==> src/rtl/hazard_unit_pkg.sv <==
// ============================================================================
// Module      : hazard_unit_pkg
// Description : Shared definitions for the ID-stage hazard/forwarding unit:
//               forwarding-select codes, FSM encoding, tracker entry layout.
//               Optional macro HAZARD_CHECK_EN adds rs/rt to tracker entries.
// Revision    : 1.0 - initial release
// ============================================================================
`default_nettype none

package hazard_unit_pkg;

  localparam int HZ_RW = 5;

  // Forwarding source selects
  localparam logic [1:0] CTRL_REG = 2'd0;
  localparam logic [1:0] CTRL_EX  = 2'd1;
  localparam logic [1:0] CTRL_MEM = 2'd2;
  localparam logic [1:0] CTRL_WB  = 2'd3;

  typedef enum logic [1:0] {
    HZ_RUN    = 2'd0,
    HZ_BUBBLE = 2'd1,
    HZ_HOLD   = 2'd2
  } hz_state_e;

  // One tracked pipeline slot (EX, MEM or WB)
  typedef struct packed {
    logic             valid;
    logic [HZ_RW-1:0] dst;
    logic             regwrite;
    logic             memread;
`ifdef HAZARD_CHECK_EN
    logic [HZ_RW-1:0] rs;
    logic [HZ_RW-1:0] rt;
`endif
  } trk_entry_t;

  localparam trk_entry_t c_trk_empty = '0;

  // True when the slot holds a valid register write to src
  function automatic logic trk_hit(input trk_entry_t e, input logic [HZ_RW-1:0] src);
    return e.valid && e.regwrite && (e.dst == src);
  endfunction

endpackage

`default_nettype wire

==> src/rtl/hazard_fwd_sel.sv <==
// ============================================================================
// Module      : hazard_fwd_sel
// Description : Pure comparator choosing the forwarding source for one ID
//               source operand from the EX/MEM/WB tracker slots. The youngest
//               producer wins; loads in EX are not forwardable (load-use).
//               With HAZARD_CHECK_EN the entries carry rs/rt, unused here.
// Revision    : 1.0 - initial release
// ============================================================================
`default_nettype none

module hazard_fwd_sel
  import hazard_unit_pkg::*;
(
  input  logic [HZ_RW-1:0] i_src,
  input  logic             i_use,
  input  trk_entry_t       i_ex,
  input  trk_entry_t       i_mem,
  input  trk_entry_t       i_wb,
  output logic [1:0]       o_sel
);

  // Fields not involved in the select decision
  logic w_unused;
`ifdef HAZARD_CHECK_EN
  assign w_unused = ^{i_mem.memread, i_wb.memread,
                      i_ex.rs, i_ex.rt, i_mem.rs, i_mem.rt, i_wb.rs, i_wb.rt};
`else
  assign w_unused = ^{i_mem.memread, i_wb.memread};
`endif

  // Priority select EX > MEM > WB; r0 and unused operands read the regfile
  always_comb begin
    o_sel = CTRL_REG;
    if (i_use && (i_src != '0)) begin
      if (trk_hit(i_ex, i_src) && !i_ex.memread) begin
        o_sel = CTRL_EX;
      end else if (trk_hit(i_mem, i_src)) begin
        o_sel = CTRL_MEM;
      end else if (trk_hit(i_wb, i_src)) begin
        o_sel = CTRL_WB;
      end
    end
  end

endmodule

`default_nettype wire

==> src/rtl/hazard_unit.sv <==
// ============================================================================
// Module      : hazard_unit
// Description : ID-stage hazard responder. Tracks destinations of the
//               instructions in EX/MEM/WB, produces rs/rt forwarding selects,
//               inserts one bubble per load-use dependency, holds on
//               mem_busy and flushes on a taken branch/jump in EX.
//               Optional macro HAZARD_CHECK_EN enables the sticky probe
//               cross-check (hazard_err); otherwise hazard_err is tied low.
// Revision    : 1.0 - initial release
// ============================================================================
`default_nettype none

module hazard_unit
  import hazard_unit_pkg::*;
#(
  parameter int NREG = 32,
  parameter int RW   = HZ_RW
) (
  input  logic          clk,
  input  logic          reset,
  input  logic [16:0]   instr_top,
  input  logic          id_uses_rs,
  input  logic          id_uses_rt,
  input  logic [RW-1:0] id_dst,
  input  logic          id_regwrite,
  input  logic          id_memread,
  input  logic          ex_taken,
  input  logic          mem_busy,
  input  logic [RW-1:0] rs_probe,
  input  logic [RW-1:0] rt_probe,
  output logic [1:0]    ctrl_rs,
  output logic [1:0]    ctrl_rt,
  output logic          if_we,
  output logic          id_we,
  output logic          id_stage_reset,
  output logic          if_flush,
  output logic          hazard_err
);

  localparam int c_unused_nreg = NREG;

  logic [RW-1:0] w_id_rs;
  logic [RW-1:0] w_id_rt;
  trk_entry_t    w_id_entry;
  trk_entry_t    r_ex;
  trk_entry_t    r_mem;
  trk_entry_t    r_wb;
  hz_state_e     r_state;

  logic w_lu_rs;
  logic w_lu_rt;
  logic w_load_use;
  logic w_advance;
  logic w_flush;
  logic w_bubble;

  assign w_id_rs = instr_top[10:6];
  assign w_id_rt = instr_top[5:1];

  // Decode summary of the ID instruction as it would enter EX
  always_comb begin
    w_id_entry          = c_trk_empty;
    w_id_entry.valid    = 1'b1;
    w_id_entry.dst      = id_dst;
    w_id_entry.regwrite = id_regwrite;
    w_id_entry.memread  = id_memread;
`ifdef HAZARD_CHECK_EN
    w_id_entry.rs       = w_id_rs;
    w_id_entry.rt       = w_id_rt;
`endif
  end

  // Load in EX whose result a used, non-zero ID source needs
  assign w_lu_rs = id_uses_rs && (w_id_rs != '0) && r_ex.valid && r_ex.memread &&
                   r_ex.regwrite && (r_ex.dst == w_id_rs);
  assign w_lu_rt = id_uses_rt && (w_id_rt != '0) && r_ex.valid && r_ex.memread &&
                   r_ex.regwrite && (r_ex.dst == w_id_rt);
  assign w_load_use = w_lu_rs || w_lu_rt;

  // Cycle priority: mem_busy holds everything, then taken flush, then bubble.
  // The state guard keeps one dependency from ever costing two bubbles.
  assign w_advance = !mem_busy;
  assign w_flush   = !mem_busy && ex_taken;
  assign w_bubble  = !mem_busy && !ex_taken && w_load_use && (r_state != HZ_BUBBLE);

  // Destination tracker: shifts on every non-busy edge, EX gets a hole on bubble/flush
  always_ff @(posedge clk or posedge reset) begin
    if (reset) begin
      r_ex  <= c_trk_empty;
      r_mem <= c_trk_empty;
      r_wb  <= c_trk_empty;
    end else if (w_advance) begin
      r_ex  <= (w_flush || w_bubble) ? c_trk_empty : w_id_entry;
      r_mem <= r_ex;
      r_wb  <= r_mem;
    end
  end

  // Stall FSM: records hold and bubble cycles
  always_ff @(posedge clk or posedge reset) begin
    if (reset) begin
      r_state <= HZ_RUN;
    end else if (mem_busy) begin
      r_state <= HZ_HOLD;
    end else if (ex_taken) begin
      r_state <= HZ_RUN;
    end else if (w_bubble) begin
      r_state <= HZ_BUBBLE;
    end else begin
      r_state <= HZ_RUN;
    end
  end

  // Pipeline enables; reset forces the free-running values immediately
  always_comb begin
    if_we          = 1'b1;
    id_we          = 1'b1;
    id_stage_reset = 1'b0;
    if_flush       = 1'b0;
    if (!reset) begin
      if (mem_busy) begin
        if_we = 1'b0;
        id_we = 1'b0;
      end else if (ex_taken) begin
        if_flush       = 1'b1;
        id_stage_reset = 1'b1;
      end else if (w_bubble) begin
        if_we          = 1'b0;
        id_we          = 1'b0;
        id_stage_reset = 1'b1;
      end
    end
  end

  hazard_fwd_sel u_fwd_rs (
    .i_src (w_id_rs),
    .i_use (id_uses_rs),
    .i_ex  (r_ex),
    .i_mem (r_mem),
    .i_wb  (r_wb),
    .o_sel (ctrl_rs)
  );

  hazard_fwd_sel u_fwd_rt (
    .i_src (w_id_rt),
    .i_use (id_uses_rt),
    .i_ex  (r_ex),
    .i_mem (r_mem),
    .i_wb  (r_wb),
    .o_sel (ctrl_rt)
  );

`ifdef HAZARD_CHECK_EN
  logic r_hazard_err;
  logic w_unused;
  assign w_unused = ^{instr_top[16:11], instr_top[0]};

  // Sticky cross-check of id_stage's EX operands against the tracked ones
  always_ff @(posedge clk or posedge reset) begin
    if (reset) begin
      r_hazard_err <= 1'b0;
    end else if (w_advance && r_ex.valid &&
                 ((rs_probe != r_ex.rs) || (rt_probe != r_ex.rt))) begin
      r_hazard_err <= 1'b1;
    end
  end

  assign hazard_err = r_hazard_err;
`else
  logic w_unused;
  assign w_unused   = ^{instr_top[16:11], instr_top[0], rs_probe, rt_probe};
  assign hazard_err = 1'b0;
`endif

endmodule

`default_nettype wire

==> config.mk <==
export PLATFORM = sky130hd
export DESIGN_NAME = hazard_unit
export DESIGN_NICKNAME = d
export VERILOG_FILES = /design/src/rtl/hazard_unit_pkg.sv /design/src/rtl/hazard_fwd_sel.sv /design/src/rtl/hazard_unit.sv
export SDC_FILE = /design/constraint.sdc
export NUM_CORES = 1
export LEC_CHECK = 0
export CAP_MARGIN = 20
export CORE_ASPECT_RATIO = 1.1
export CORE_MARGIN = 2
export CORE_UTILIZATION = 30
export CTS_BUF_LIST = sky130_fd_sc_hd__clkbuf_16
export CTS_CLUSTER_DIAMETER = 100
export DETAILED_ROUTE_END_ITERATION = 16
export GPL_TIMING_DRIVEN = 0
export HOLD_SLACK_MARGIN = 0.06
export PLACE_DENSITY = 0.67
export SLEW_MARGIN = 20
export SYNTH_ARGS = -nofsm -noshare
export SYNTH_HDL_FRONTEND = slang
export SYNTH_SLANG_ARGS = --single-unit
==> constraint.sdc <==
create_clock -name clk -period 3.2 [get_ports clk]
set_input_delay 0.32 -clock clk [delete_from_list [all_inputs] [get_ports clk]]
set_output_delay 0.32 -clock clk [all_outputs]
set_load 0.1 [all_outputs]
# == Word level (Yosys, flattened, before mapping) ==
# Index checks and enable logic that the tools add are counted.
# op_classes
reduce_logical,32
n_eq_ne,7
muxes,23
# ops
operator,count
$eq 5x5->1,6
$logic_and 1x1->1,25
$mux 2,9
$mux 1,13
$reduce_bool 5->1,2
$mux 8,1
$logic_not 1->1,3
$logic_or 1x1->1,2
$ne 2x1->1 const B,1
# totals
register_bits,24
inputBits,40
word_cells,73

# == Depth between registers and ports, before layout ==
# logic_depth
ltp_word,13
depth_mapped,6

# == Cells and area by module ==
# Synthesis repeated with hierarchy kept, for this count alone.
# unflattened
cells_unflattened,165
hier_area_um2,1686.6
# modules_own_cells
mod,instances,cells_each,area_each_um2,seq_area_each_um2
hazard_unit,1,107,1228.7,650.6
hazard_fwd_sel,2,29,229.0,0.0

# == Worst setup path after synthesis ==
# Ideal clock, no wire load.
# synth_timing
kind,in2out
from,input instr_top[8]
to,output if_we
n_path_buf,1
arrival_time_ns,3.972
required_ns,2.880
path_slack_ns,-1.092
cell_stages,6
path_cell_list,or4_1 -> o21ai_2 -> or4_4 -> a211oi_1 -> o21ai_0 -> buf_4
# synth_between
elab_chain_cells,13
word_cells_on_any_way,14
classes_between,eq/ne (1); mux (4); reduce/logical (9)
# synth_rtl
element,line,rtl
from (decl),hazard_unit.sv:21,"input logic [16:0] instr_top,"
$reduce_bool 5->1,hazard_unit.sv:74,assign w_lu_rs = id_uses_rs && (w_id_rs != '0) && r_ex.valid && r_ex.memread &&
$logic_and 1x1->1 (4 in a row),hazard_unit.sv:74,
$logic_and 1x1->1 *,hazard_unit.sv:75,r_ex.regwrite && (r_ex.dst == w_id_rs);
$logic_or 1x1->1 *,hazard_unit.sv:78,assign w_load_use = w_lu_rs || w_lu_rt;
$logic_and 1x1->1 * (2 in a row),hazard_unit.sv:84,assign w_bubble = !mem_busy && !ex_taken && w_load_use && (r_state != HZ_BUBBLE);
$mux 1 * (4 in a row),-,
to (decl),hazard_unit.sv:33,"output logic if_we,"
# Mark *: on every way between the ends. The rest lies on a longest branch, timed or not.

# == Worst setup path after layout ==
# layout_timing
from,input instr_top[7]
to,output if_we
# layout_between
elab_chain_cells,13
word_cells_on_any_way,14
classes_between,eq/ne (1); mux (4); reduce/logical (9)
# layout_rtl
element,line,rtl
$reduce_bool 5->1,hazard_unit.sv:74,
$logic_and 1x1->1 (4 in a row),hazard_unit.sv:74,
$logic_and 1x1->1 *,hazard_unit.sv:75,
$logic_or 1x1->1 *,hazard_unit.sv:78,
$logic_and 1x1->1 * (2 in a row),hazard_unit.sv:84,
$mux 1 *,hazard_unit.sv:127,end else if (w_bubble) begin
$mux 1 *,hazard_unit.sv:124,end else if (ex_taken) begin
$mux 1 *,hazard_unit.sv:121,if (mem_busy) begin
$mux 1 *,hazard_unit.sv:120,if (!reset) begin
# Marked as above.

==> results_dict.tcl <==
set metrics [dict create \
    cts.sink_count 24 \
    grt_overflow 0 \
    routed-via-count 1112 \
    row_count 26 \
    grt_usage_pct 12.5 \
    setup_viol 0 \
    routed_wl_um 3190 \
    cts_max_path_buffers 2 \
    synthesis.area_sq_mm 0.00141 \
    timing.final.crit_share_pct 96.6 \
    end_kind "output port" \
    initial_core_util_pct 30.8 \
    power.total_uw 819 \
    worst-path-stages 8 \
    yosys.area_share.simple_pct 16.7 \
    yosysUniqueCellTypes 26 \
    whs_ns 0.506 \
    firstDrtPassIters 4 \
    powerDensity_mw_per_mm2 438 \
    post_cts_buffers 0 \
    tritoncts "yes" \
    crit_fanout 4 \
    postSynthCellCount 144 \
    reg2reg_depth 5 \
    routed_via_density 4.77 \
    outcome "finished, final reports clean" \
    cpPeakStageDelay_ns 0.61 \
    slowest_stage "clkdlybuf4s50_1" \
    first_iter_violations 39 \
    async_flop_share_pct 100 \
    arrival_ns 2.77 \
    cap_violations 0 \
    drc 0 \
    htreeDepth 1 \
    layout_commonest_cell "dfrtp_1" \
    dp_hpwl_um 2530 \
    dieArea_sq_mm 0.00527 \
    hold_path_class "reg -> reg" \
    p_leak_nw 0.772 \
    grt_max_degree 26 \
    area_delta_synth_final_pct 32.5 \
    ys_seq_area_share_pct 42.6 \
    nNetsFinal 219 \
    clk_latency_ns 0.25 \
    worst-setup-path-type "in -> out" \
    grt_pass1_vias 1120 \
    layout_common_cells "dfrtp_1, xnor2_1, clkdlybuf4s50_1" \
    numCtsBuffers 3 \
    ir_worst_vdd_mv 0.159 \
    synth_edf_count 0 \
    final_hold_viol_count 0 \
    crit_chain "clkdlybuf4s50_1 -> xnor2_1 -> nand2_1 -> or4_4 -> a211oi_1 -> o21ai_2 -> buf_4 -> clkdlybuf4s15_2" \
    synth_top_family_by_area "XOR/XNOR gates" \
    crit_start "instr_top[7]" \
    finalSetupTns_ns 0 \
    die_w_um 69.4 \
    synth-seq-cells 24 \
    nFillCells 456 \
    clk_pin_slew_worst_paths_ns 0.06 \
    boundaryPins 49 \
    slew_headroom_pct 35.5 \
    skew_ns 0.00222 \
    syn_area_per_cell_sq_um 9.80 \
    antenna_found_initial 0 \
    fmax_ghz 0.323 \
    timing.reg2reg.setup_slack_ns 1.39 \
    crit_end "if_we" \
    synth_xor_area_share_pct 18.6 \
    core-area_sq_mm 0.00459 \
    synth_nets 184 \
    clockRootBuffer "clkbuf_16" \
    synth_ff_type "dfrtp_1" \
    rsz0062_at_grt "false" \
    gp_congestion 0.776 \
    drv_slew 0 \
    io_buffer_count 30 \
    drive_above_1_share_pct 15.8 \
    wl_per_cell_um 13.7 \
    antenna_cells 0 \
    synth_warnings 0 \
    crit_buf_inv 3 \
    startpoint_type "input port" \
    ant_nets 0 \
    synth_adder_area_share_pct 0 \
    tightest_slew_ns 0.967 \
    worstHoldStart "r_wb[7]$_DFFE_PP0N_" \
    die_y_um 75.9 \
    synthMuxAreaShare_pct 11.2 \
    grt_pass1_wl_um 5270 \
    crit_family "buffers and inverters" \
    timing.rr.start "r_ex[4]$_DFFE_PP0N_" \
    fin_crit_ns 3.09 \
    synth_compound_gate_area_share_pct 8.33 \
    r2r_end "r_ex[3]$_DFFE_PP0N_" \
    crit_required_ns 2.88 \
]
-- Yosys cell counts (2+ instances only) --
cell type	n	share of area, %
a21oi_1	2	0.71
buf_4	2	1.1
clkbuf_1	2	0.53
dfrtp_1	24	43
inv_1	2	0.53
mux2_2	14	11
nand2_1	20	5.3
nand3_1	4	1.4
nand4_1	5	2.2
nor2_1	9	2.4
nor3_1	4	1.4
nor3b_1	2	1.1
o21ai_0	12	4.3
or4_1	2	1.1
xnor2_1	23	14
xor2_1	7	4.3
-- layer usage --
metal	vias up	track usage, %	wire length (um)
met5	-	0	0
met2	30	20.3	1500
met4	0	4.71	48
li1	559	-	-
met3	5	2.13	164
met1	518	16.6	1470
-- what timing repair did --
item	in CTS	in global routing
endpoints found under the hold margin	0	0
resized for setup	12	2
setup endpoints to repair	6	2
hold buffers	0	0
pin swaps	0	0
-- where the power goes --
| group | total (mW) | leakage [nW] | switching, mW | internal (mW) |
|---|---|---|---|---|
| sequential | 0.373 | 0.310 | 0.0374 | 0.336 |
| combinational | 0.184 | 0.425 | 0.0904 | 0.0938 |
| clock | 0.262 | 0.0370 | 0.0966 | 0.165 |
| total | 0.819 | 0.772 | 0.224 | 0.594 |
-- cells by family after synthesis --
logic type | after synthesis
AO/OA/AOI/OAI | 19
flip-flops | 24
buffers and inverters | 7
other | 1
AND/OR/NAND/NOR | 49
XOR/XNOR | 30
multiplexers | 14
-- metrics by stage --
stage | area (sq um) | cells | worst slack [ns] | util (%)
2_1_floorplan | 1420 | 144 | 0.282 | -
3_3_place_gp | 1790 | 230 | -0.420 | 39.0
3_5_place_dp | 1790 | 230 | -0.420 | 39.0
4_1_cts | 1870 | 233 | 0.0467 | 40.7
5_1_grt | 1870 | 233 | 0.0271 | 40.8
6_report | 1870 | 233 | 0.108 | 40.8
-- layout make-up --
cell class | count | area [sq um] | share of cell area (%)
timing repair buffer | 30 | 305 | 16.3
tap | 56 | 70.1 | 3.75
inverter | 2 | 7.51 | 0.401
multi-input combinational | 113 | 786 | 42.0
buffer | 5 | 26.3 | 1.40
sequential | 24 | 601 | 32.1
clock buffer | 3 | 75.1 | 4.01
-- worst min path at each step --
stage	endpoint	slack, ns	depth (start not counted)
4_1_cts	r_wb[7]$_DFFE_PP0N_	0.51	1
2_1_floorplan	r_ex[0]$_DFFE_PP0N_	0.35	1
3_5_place_dp	r_wb[7]$_DFFE_PP0N_	0.50	1
5_1_grt	r_wb[7]$_DFFE_PP0N_	0.51	1
6_report	r_wb[7]$_DFFE_PP0N_	0.51	1
3_3_place_gp	r_ex[7]$_DFFE_PP0N_	0.48	2
-- flip-flops by register name, summed over array words and instances (netlist names) --
register	flops
r_ex	8
r_mem	7
r_wb	7
r_state	2
Power figures use the tool's default switching activity.
